===== config.mk =====
export PLATFORM = sky130hd
export DESIGN_NAME = gauss_stats_acc
export DESIGN_NICKNAME = d
export VERILOG_FILES = /design/src/rtl/gauss_stats_acc.sv
export SDC_FILE = /design/constraint.sdc
export NUM_CORES = 1
export LEC_CHECK = 0
export CAP_MARGIN = 20
export CORE_MARGIN = 5
export CORE_UTILIZATION = 45
export DETAILED_ROUTE_END_ITERATION = 6
export GPL_TIMING_DRIVEN = 0
export PLACE_DENSITY = 0.74
export SETUP_SLACK_MARGIN = 0.5
export SYNTH_ARGS = -nofsm -noshare
export SYNTH_HDL_FRONTEND = slang
export SYNTH_SLANG_ARGS = --single-unit

===== constraint.sdc =====
create_clock -name clk -period 6.9 [get_ports clk]
set_input_delay 1.38 -clock clk [delete_from_list [all_inputs] [get_ports clk]]
set_output_delay 1.38 -clock clk [all_outputs]
set_load 0.1 [all_outputs]

===== src/rtl/gauss_stats_acc.sv =====
// Gaussian sample statistics accumulator: collects 2^LOG2_N samples per batch
// and reports the running sum, the sum of squares and the batch mean.
//
// Ports:
//   clk, nreset          clock, asynchronous active-low reset
//   g_randnum_in[31:0]   Q7.12 sample; only bits [19:0] are used
//   sample_en            g_randnum_in is valid this cycle
//   start, abort         batch control (single-cycle pulses)
//   busy, done           batch in progress / one-cycle results-ready pulse
//   sum_out[31:0]        signed sum of the batch samples (Q.12)
//   sumsq_out[51:0]      unsigned sum of squared samples (Q.24)
//   mean_out[31:0]       sum_out arithmetic-shifted right by LOG2_N
module gauss_stats_acc #(
    parameter int LOG2_N = 10
) (
    input  logic        clk,
    input  logic        nreset,
    input  logic [31:0] g_randnum_in,
    input  logic        sample_en,
    input  logic        start,
    input  logic        abort,
    output logic        busy,
    output logic        done,
    output logic [31:0] sum_out,
    output logic [51:0] sumsq_out,
    output logic [31:0] mean_out
);

    typedef enum logic [1:0] {
        IDLE,
        RUN,
        DRAIN,
        DONE
    } state_t;

    state_t                    state_q;
    logic [LOG2_N-1:0]         cnt_q;
    logic                      drain_q;
    logic                      busy_q;
    logic                      done_q;

    logic                      s1_v_q;
    logic signed [19:0]        s1_q;
    logic                      s2_v_q;
    logic signed [19:0]        s2_q;
    logic [39:0]               sq_q;

    logic signed [31:0]        sum_q;
    logic [51:0]               sumsq_q;

    logic [31:0]               sum_out_q;
    logic [51:0]               sumsq_out_q;
    logic [31:0]               mean_out_q;

    logic                      start_ok;
    logic                      abort_ok;
    logic                      cap;
    logic signed [39:0]        s1_ext;
    logic signed [39:0]        sq_d;
    logic signed [31:0]        sum_d;
    logic [51:0]               sumsq_d;
    logic [31:0]               mean_d;

    // Bits [31:20] are pure sign extension and intentionally dropped.
    logic unused_hi;
    assign unused_hi = ^g_randnum_in[31:20];

    always_comb begin
        // busy_q stays high through the done cycle, which blocks a start there.
        start_ok = (state_q == IDLE) && !busy_q && start;
        abort_ok = abort && ((state_q == RUN) || (state_q == DRAIN));
        cap      = (state_q == RUN) && sample_en && !abort_ok;
        s1_ext   = 40'(s1_q);
        sq_d     = s1_ext * s1_ext;
        sum_d    = sum_q + 32'(s2_q);
        sumsq_d  = sumsq_q + {12'd0, sq_q};
        mean_d   = 32'(sum_q >>> LOG2_N);
    end

    always_ff @(posedge clk or negedge nreset) begin
        if (!nreset) begin
            state_q     <= IDLE;
            cnt_q       <= '0;
            drain_q     <= 1'b0;
            busy_q      <= 1'b0;
            done_q      <= 1'b0;
            s1_v_q      <= 1'b0;
            s1_q        <= '0;
            s2_v_q      <= 1'b0;
            s2_q        <= '0;
            sq_q        <= '0;
            sum_q       <= '0;
            sumsq_q     <= '0;
            sum_out_q   <= '0;
            sumsq_out_q <= '0;
            mean_out_q  <= '0;
        end else begin
            done_q <= 1'b0;

            s1_v_q <= cap;
            if (cap) begin
                s1_q <= g_randnum_in[19:0];
            end

            s2_v_q <= s1_v_q && !abort_ok;
            s2_q   <= s1_q;
            sq_q   <= 40'(sq_d);

            if (start_ok) begin
                sum_q   <= '0;
                sumsq_q <= '0;
            end else if (s2_v_q) begin
                sum_q   <= sum_d;
                sumsq_q <= sumsq_d;
            end

            unique case (state_q)
                IDLE: begin
                    if (start_ok) begin
                        state_q <= RUN;
                        cnt_q   <= '0;
                        busy_q  <= 1'b1;
                    end else begin
                        // Cycle after DONE: done is visible, busy drops next.
                        busy_q <= 1'b0;
                    end
                end
                RUN: begin
                    if (abort_ok) begin
                        state_q <= IDLE;
                        busy_q  <= 1'b0;
                    end else if (sample_en) begin
                        cnt_q <= cnt_q + 1'b1;
                        if (&cnt_q) begin
                            state_q <= DRAIN;
                            drain_q <= 1'b0;
                        end
                    end
                end
                DRAIN: begin
                    if (abort_ok) begin
                        state_q <= IDLE;
                        busy_q  <= 1'b0;
                    end else if (drain_q) begin
                        state_q <= DONE;
                    end else begin
                        drain_q <= 1'b1;
                    end
                end
                DONE: begin
                    state_q     <= IDLE;
                    done_q      <= 1'b1;
                    sum_out_q   <= sum_q;
                    sumsq_out_q <= sumsq_q;
                    mean_out_q  <= mean_d;
                end
                default: begin
                    state_q <= IDLE;
                end
            endcase
        end
    end

    assign busy      = busy_q;
    assign done      = done_q;
    assign sum_out   = sum_out_q;
    assign sumsq_out = sumsq_out_q;
    assign mean_out  = mean_out_q;

endmodule


==> results by group <==
Floorplanning
  • Effective utilization at floorplan: 45.65%
  • Die Ht: around 260 µm
  • # IOs: 155
  • Std-Cell Rows: 89
  • Core ar.: about 59000 µm²
  • Die width: about 260 µm
  • Die ar.: between 60000 and 70000 µm²

Logic synthesis
  • Syn Nets: roughly 3300
  • Avg Cell Area, Syn: just over 10 µm²
  • Cell variety after synth: 86
  • Largest area contributor in the netlist: fa_1
  • Synth area leaders: fa_1, dfrtp_1, ha_1
  • Post-synth top flop: dfrtp_1
  • Mapped Area: ~27000 µm²
  • Area share of the largest cell type after synthesis: approximately 28%
  • Register area share after synthesis: around a quarter
  • Mapped Cells: 2666
  • Syn. warnings: 0
  • #FFs+latches synth: around 260
  • Async SR Flop Fraction: 100.0%
  • EDFF count, synth: 0

Clock tree
  • Hold_buf cts: 0
  • CTS max path bufs: 3
  • CTS tree: yes
  • Root buf cell: clkbuf_16
  • Worst skew pair latency: ~0.60 ns
  • Clock slew at reported path FFs: 0.06 ns
  • Num Clock Sinks: 263
  • H-Tree Depth: 1
  • Cts bufs inserted: 31

Layout
  • Share of cells above drive strength 1: about 18%
  • Final non-filler cell total: about 3800
  • Syn-to-layout area delta: 22.11%
  • Nets: about 3600

Routing
  • Post-route ant nets: 0
  • Vias: ~20000
  • Remaining DRCs: 0
  • Total wire length: between 70000 and 80000 µm
  • Via density: 5.321
  • Drt pass-1 iters: 5
  • Initial DRC count: 1321
  • Wire per inst: approximately 19 µm

Critical path
  • CP Class: reg2reg
  • Worst r2r src: s1_q[2]
  • Crit path required time: 7.40 ns
  • Worst Setup End Kind: flop
  • Crit path launch: s1_q[2]
  • Worst-path maximum fanout: 6
  • CP Launch Type: flop
  • CP most frequent cell: fa_1
  • Slowest stage delay, CP: 0.59 ns
  • Critical Path AT: ~7.6 ns
  • Critical Path Slowest Stage Cell: fa_1

Timing
  • Final Skew: roughly 0.02 ns
  • Fin crit share: 102.9%
  • Tightest Pin Transition: roughly 1.0 ns
  • Achievable Freq: 140.8 MHz
  • RSZ-0062 raised after global routing: yes
  • Worst slew margin: between 30% and 40%
  • Final Setup Violations: 5
  • Max-slew violations: 0
  • Setup ws final: -0.2002 ns
  • Min cycle time layout: just over 7 ns
  • Hold Fails Final Rpt: 0
  • Hold slack: roughly 0.45 ns

Global route
  • Largest net degree at the start of global routing: ~120
  • Initial antenna violation count: 5
  • Total Routing Usage GR: approximately 22%
  • Vias in the first global route: around 21000
  • Global-route wire length before repair: ~110000 µm
  • Grt ovf: 0

Place
  • IO Port Bufs: ~140
  • DPL Wire Length: 54410 µm
  • Gpl congestion: just over 0.9
  • DP Cell Count: 3583

Flow run
  • Number of max-cap violations: 0

Status
  • Failing checks: negative setup slack
  • Status: finished, violations left

Hold path
  • Hold path startpoint: s1_v_q
  • Worst hold path type: reg2reg
[flip-flops by register name, indices dropped and copies added (netlist names)]
register,count
busy,1
cnt_q,10
done,1
drain_q,1
s1_q,20
s1_v_q,1
s2_q,19
s2_v_q,1
sq_q,39
state_q,2
sum_out,32
sum_q,32
sumsq_out,52
sumsq_q,52
[worst max-delay path: cells and delay by family, from the launching register on]
kind,cells,cell delay (ns)
xor+xnor,1,0.15
flops,1,0.42
fa+ha+maj,8,3.68
compound gates,8,1.40
buf+inv,10,1.24
simple gates,1,0.12
[cell type report]
cell class                 instances  area, µm²
clock buffer                      38      842.1
clock inverter                    20      344.1
multi-input combinational       1799      18860
fill                            4925      26220
timing repair buffer             262       2484
inverter                         493       1891
sequential                       263       6614
tap                              773      967.2
buffer                           111       1015
antenna                            1      2.502
[synth_stat cells, drive strengths merged (4+ instances only)]
| library cell | instances |
|---|---|
| fa | 384 |
| nor3 | 22 |
| nand4 | 14 |
| nor3b | 6 |
| a311oi | 4 |
| mux2 | 96 |
| inv | 492 |
| and3 | 24 |
| a211oi | 14 |
| buf | 42 |
| or2 | 8 |
| xnor2 | 80 |
| o41ai | 4 |
| a31o | 7 |
| ha | 187 |
| o31ai | 9 |
| o21bai | 20 |
| mux2i | 46 |
| nand2 | 185 |
| a31oi | 15 |
| a21o | 68 |
| a21oi | 109 |
| xor2 | 43 |
| nor2 | 157 |
| a41o | 5 |
| o21a | 15 |
| clkbuf | 69 |
| dfrtp | 263 |
| o211ai | 13 |
| and2 | 79 |
| or3 | 5 |
| nor2b | 29 |
| nand3 | 23 |
| o21ai | 68 |
| nand2b | 14 |
[metrics by stage]
step / util, % / instance area [µm²] / worst slack [ns] / setup TNS, ns
floorplan: - / 27340 / 0.1748 / 0
detailed placement: 50.28 / 29790 / -1.043 / -8.194
global route: 55.74 / 33020 / -0.4249 / -1.869
global placement: 50.18 / 29730 / -7.786 / -1786.65
finish: 55.74 / 33020 / -0.2002 / -0.7172
CTS: 54.80 / 32470 / -0.1139 / -0.1676
[cell families after synthesis]
group / count (synthesis) / share of synthesized area (%)
buffers and inverters: 604 / 8.855
AND/OR/NAND/NOR: 577 / 10.13
adder cells (fa/ha/maj): 571 / 37.08
AO/OA/AOI/OAI: 386 / 9.915
flip-flops: 263 / 24.34
multiplexers: 142 / 5.700
XOR/XNOR: 123 / 3.984
[placed cells by master, fill, tap and decap left out, drive strengths merged, types with 9 or more instances in the layout]
| cell type | instances |
|---|---|
| inv | 491 |
| fa | 384 |
| dfrtp | 263 |
| ha | 187 |
| nand2 | 185 |
| buf | 167 |
| nor2 | 157 |
| clkdlybuf4s50 | 141 |
| a21oi | 109 |
| clkbuf | 103 |
| mux2 | 96 |
| xnor2 | 80 |
| and2 | 79 |
| a21o | 68 |
| o21ai | 68 |
| mux2i | 46 |
| xor2 | 43 |
| nor2b | 29 |
| and3 | 24 |
| nand3 | 23 |
| nor3 | 22 |
| o21bai | 20 |
| o21a | 15 |
| a31oi | 15 |
| nand4 | 14 |
| nand2b | 14 |
| a211oi | 14 |
| o211ai | 13 |
| o31ai | 9 |
[routing by layer]
| metal | up-vias | part of all wire [%] | track usage [%] |
|---|---|---|---|
| met4 | 4 | 3.9 | 7.615 |
| met5 | - | 0.033 | 0 |
| met1 | 9933 | 40 | 28.52 |
| met3 | 190 | 8.5 | 5.843 |
| met2 | 771 | 47 | 36.36 |
| li1 | 9108 | - | - |
[worst paths after layout]
check	cells past startpoint	end	slack [ns]
max	28	sq_q[36]	-0.20
min	1	s2_v_q	0.45
max in group asynchronous	3	sumsq_out[32]	4.84
max reg2reg	28	sq_q[36]	-0.20
min in group asynchronous	1	sumsq_q[7]	0.69
min reg2reg	1	s2_v_q	0.45
[timing repair]
item | CTS | global route
buffers inserted | 92 | 25
pin swaps | 74 | 90
cloned | 1 | 0
endpoints found under the setup margin | 26 | 22
resized for setup | 180 | 84
Power is not shown: default switching activity piles up to over one toggle a cycle in this logic, so the estimate is an artifact.
